<file path="config.mk">
export PLATFORM = sky130hd
export DESIGN_NAME = srambank_ctrl_64x4x48
export DESIGN_NICKNAME = d
export VERILOG_FILES = /design/src/rtl/srambank_ctrl_64x4x48.sv
export SDC_FILE = /design/constraint.sdc
export NUM_CORES = 1
export LEC_CHECK = 0
export CORE_MARGIN = 4
export CORE_UTILIZATION = 25
export DETAILED_ROUTE_END_ITERATION = 7
export PLACE_DENSITY = 0.5
export SYNTH_ARGS = -nofsm -noshare
export SYNTH_HDL_FRONTEND = slang
export SYNTH_SLANG_ARGS = --single-unit
</file>
<file path="constraint.sdc">
create_clock -name clk -period 5.88 [get_ports clk]
set_input_delay 0.882 -clock clk [delete_from_list [all_inputs] [get_ports clk]]
set_output_delay 0.882 -clock clk [all_outputs]
set_load 0.01 [all_outputs]
</file>
<file path="src/rtl/srambank_ctrl_64x4x48.sv">
// Request-side controller for a single-port synchronous SRAM bank.
// Turns a valid/ready request stream into bank strobes. Read data is captured
// one cycle after issue and returned through a small in-order response FIFO.
// After reset it can zero-fill the bank before it accepts any traffic.
module srambank_ctrl_64x4x48 #(
  parameter int AW            = 8,
  parameter int DW            = 48,
  parameter int RESP_DEPTH    = 3,
  parameter bit INIT_ON_RESET = 1'b1
) (
  input  logic          clk,
  input  logic          reset,
  input  logic          req_valid,
  output logic          req_ready,
  input  logic          req_write,
  input  logic [AW-1:0] req_addr,
  input  logic [DW-1:0] req_wdata,
  output logic          resp_valid,
  input  logic          resp_ready,
  output logic [DW-1:0] resp_rdata,
  output logic          init_done,
  output logic [AW-1:0] sram_ADDRESS,
  output logic [DW-1:0] sram_wd,
  output logic          sram_banksel,
  output logic          sram_read,
  output logic          sram_write,
  input  logic [DW-1:0] sram_dataout
);

  localparam int PW = (RESP_DEPTH > 1) ? $clog2(RESP_DEPTH) : 1;
  localparam int CW = $clog2(RESP_DEPTH + 2);

  typedef enum logic {ST_INIT, ST_RUN} state_t;

  state_t        state_reg, state_next;
  logic [AW-1:0] ic_reg, ic_next;
  logic          pend_reg;
  logic [DW-1:0] fifo_mem [RESP_DEPTH];
  logic [PW-1:0] wr_ptr_reg, rd_ptr_reg;
  logic [CW-1:0] count_reg;
  logic [CW-1:0] credit;
  logic          push, pop;

  // Reads in flight plus queued responses; this bounds new acceptances so the
  // FIFO can never overflow even when the client stops taking responses.
  assign credit = count_reg + CW'(pend_reg);

  // The captured word is exactly the bank output in the cycle after a read.
  assign push = pend_reg;
  assign pop  = resp_valid & resp_ready;

  assign resp_valid = (count_reg != '0) && !reset;
  assign resp_rdata = fifo_mem[rd_ptr_reg];
  assign init_done  = (state_reg == ST_RUN) && !(reset && INIT_ON_RESET);

  // State and zero-fill counter registers.
  always_ff @(posedge clk) begin
    if (reset) begin
      state_reg <= INIT_ON_RESET ? ST_INIT : ST_RUN;
      ic_reg    <= '0;
    end else begin
      state_reg <= state_next;
      ic_reg    <= ic_next;
    end
  end

  // Next state, request acceptance and bank strobes; all quiet while in reset.
  always_comb begin
    state_next   = state_reg;
    ic_next      = ic_reg;
    req_ready    = 1'b0;
    sram_banksel = 1'b0;
    sram_read    = 1'b0;
    sram_write   = 1'b0;
    sram_ADDRESS = req_addr;
    sram_wd      = req_wdata;
    if (!reset) begin
      unique case (state_reg)
        ST_INIT: begin
          sram_banksel = 1'b1;
          sram_write   = 1'b1;
          sram_ADDRESS = ic_reg;
          sram_wd      = '0;
          ic_next      = ic_reg + AW'(1);
          if (ic_reg == '1) state_next = ST_RUN;
        end
        ST_RUN: begin
          req_ready = (credit < CW'(RESP_DEPTH));
          if (req_valid && req_ready) begin
            sram_banksel = 1'b1;
            sram_write   = req_write;
            sram_read    = ~req_write;
          end
        end
        default: state_next = state_reg;
      endcase
    end
  end

  // A read issued this cycle is captured on the following edge.
  always_ff @(posedge clk) begin
    if (reset) pend_reg <= 1'b0;
    else       pend_reg <= sram_read;
  end

  // Response FIFO pointers and occupancy.
  always_ff @(posedge clk) begin
    if (reset) begin
      wr_ptr_reg <= '0;
      rd_ptr_reg <= '0;
      count_reg  <= '0;
    end else begin
      if (push) wr_ptr_reg <= (wr_ptr_reg == PW'(RESP_DEPTH - 1)) ? '0 : wr_ptr_reg + PW'(1);
      if (pop)  rd_ptr_reg <= (rd_ptr_reg == PW'(RESP_DEPTH - 1)) ? '0 : rd_ptr_reg + PW'(1);
      if (push && !pop)      count_reg <= count_reg + CW'(1);
      else if (pop && !push) count_reg <= count_reg - CW'(1);
    end
  end

  // Response FIFO storage; contents need no reset since occupancy governs them.
  always_ff @(posedge clk) begin
    if (push) fifo_mem[wr_ptr_reg] <= sram_dataout;
  end

  // The credit rule must keep a push from landing on a full FIFO.
  always_ff @(posedge clk) begin
    if (!reset && push && !pop) assert (count_reg < CW'(RESP_DEPTH));
  end

endmodule

</file>
==> flow_summary.ini <==
[sta]
period_needed_ns = 4.130
hold_viol_final = 0
setup_slack_ns = 1.751
holdWs_ns = 0.4979
worst_pin_slew_ns = 0.9356
max-slew-margin-rel = 0.3763
finalSetupTns_ns = 0
finalSetupViolations = 0
slew_violations = 0
fin_crit_sh = 0.7023
max_freq_ghz = 0.2422
rsz0062_at_grt = false
fin_skew_ns = 0.007530

[grt]
grt_pass1_vias = 4560
grt_pass1_wl_mm = 24.55
grt_usage = 0.1090
grt-ovfl-total = 0
grt_max_degree = 97
antenna_found_initial = 0

[finish]
syn2layout_area_growth_pct = 47.11
nets = 792
num_antenna_cells = 0
utilization = 0.3756
largest_reg_flops = 144
drive_gt1_frac = 0.07670

[clock_network]
cts_buffer_depth = 2
ctsResizeCount = 0
cts_max_level = 4
clk_latency_ns = 0.41
cts_root_buf = clkbuf_16
clk_pin_slew_ns = 0.06
cts-hold-fix-buffers = 0
post_cts_buffers = 0
clock-sinks = 163
cts_made_buffers = 17
cts_tree = yes

[synth]
syn_nets = 576
synthArstFlopShare = 0
yosys_most_used_dff = edfxtp_1
synth_cell_types = 32
synth_warnings = 0
synthCells = 462
postSynthAreaPerCell_sq_um = 14.44
synth_area_sq_um = 6671
seq_area_frac_synth = 0.7052
synth_edf_count = 144
synth_seq_cells = 163

[power_and_ir_drop]
max-vdd-ir-drop_mv = 0.1551
total_power_uw = 2608
powerDensity_nw_per_um2 = 265.8
p_leak_uw = 0.003181

[route]
drtAntennaViolNets = 0
drc_errors = 0
wl_per_cell_microns = 15.75
vias = 4297
drt-pass1-iter-count = 4
finalWirelength_mm = 16.16
drt_iter0_drc = 176
via_per_inst = 4.188

[critical_path]
rrSetupSlack_ns = 3.65
cpMaxStageDelayCell = clkdlybuf4s50_1
crit_path_end_kind = output port
cp-start-kind = input pin
cp_max_fo = 58
cp_common_cell = clkdlybuf4s50_1
path_cells = clkdlybuf4s50_1, or2_4, mux2_4, clkdlybuf4s50_1
cp_slowest_stage_delay_ns = 0.93
cp.required_ns = 5.00
path_class = input pin to output port
crit_arrival_ns = 3.25

[floorplan]
core-area_sq_um = 26130
die_h_microns = 171.4
die_w_microns = 171.4
dieArea_sq_um = 29360
ios = 219
start_util = 0.2553
rows = 59

[place]
globalplace.congestion = 0.7890
pre_cts_slack_ns = 1.732
dpl.hpwl_mm = 10.73
port_buffers = 218

[outcome]
status = finished clean

[min_path]
hold_class = flip-flop to flip-flop

[flow_run]
maxCapViolations = 0
## cell families (layout without fill, tap and decap cells)
family	after synthesis	after routing	synth area share
AO/OA/AOI/OAI	59	59	0.04501
XOR/XNOR	7	7	0.009190
adder cells (fa/ha/maj)	5	5	0.01050
buffers and inverters	28	257	0.02325
flip-flops	163	163	0.7052
multiplexers	61	61	0.09790
AND/OR/NAND/NOR	139	139	0.1090
## area by class of cell
class	count	area [sq um]
Clock buffer	17	425.4
Timing Repair Buffer	222	2212
Tap cell	335	419.2
Fill cell	2530	16320
Multi-Input combinational cell	271	1832
Inverter	3	11.26
Clock inverter	15	202.7
Sequential cell	163	4712
## critical path, delay by kind of cell
kind,cells,cell delay (ns)
buf+inv,2,1.41
simple gates,1,0.58
mux,1,0.34
## synth_stat cells, types with 5 or more instances
library cell,count,area share
mux2i_1,51,0.077
nand2_1,53,0.030
nor2b_1,6,0.0056
buf_6,5,0.0084
a21oi_1,6,0.0045
and2_1,48,0.045
edfxtp_1,144,0.65
clkbuf_1,14,0.0079
mux2_4,8,0.018
o21ai_0,52,0.039
xor2_1,5,0.0066
dfxtp_1,19,0.057
nor2_1,14,0.0079
## layout by cell type, fill, tap and decap left out, types with 2 or more instances in the layout
master,Yosys,routed
nand3_1,2,2
nor2b_1,6,6
buf_4,2,4
clkbuf_16,0,17
o21ai_0,52,52
dfxtp_4,0,2
mux2i_1,51,51
bufinv_16,0,4
nor2_1,14,12
nor2_4,0,2
clkinv_4,0,2
nand4b_1,2,2
nand2_1,53,53
mux2_4,8,8
and2_1,48,48
clkdlybuf4s50_1,0,218
clkinv_2,0,2
xor2_1,5,5
a21oi_1,6,6
inv_1,3,3
dfxtp_1,19,17
mux2_2,2,2
inv_6,0,5
or3_1,4,4
ha_1,4,4
edfxtp_1,144,144
nand2b_1,2,2
xnor2_1,2,2
## through the flow
stage	cell area [sq um]	cells
detailed placement	9186	994
finish	9814	1026
floorplan	6671	462
global route	9814	1026
global placement	9186	994
CTS	9814	1026
## per-layer routing
metal,vias to the layer above,wire length [microns],track usage,part of all wire
met5,-,0,0,0
met3,10,848,0.03677,0.052
met1,2062,6653,0.1259,0.41
met4,0,129,0.02239,0.0080
met2,129,8529,0.1973,0.53
li1,2096,-,-,-
## worst paths after layout
| kind | startpoint | depth (start not counted) | to |
|---|---|---|---|
| hold reg to reg | rd_ptr_reg[1] | 2 | flip-flop |
| setup reg to reg | count_reg[0] | 9 | count_reg[2] |
| hold / removal | rd_ptr_reg[1] | 2 | flip-flop |
| setup / recovery | reset | 4 | sram_ADDRESS[7] |
## power by group
| part | internal [uW] | switching [uW] |
|---|---|---|
| clock network | 716 | 460 |
| registers | 1260 | 3.60 |
| logic | 116 | 54.4 |
Power figures use the tool's default switching activity.
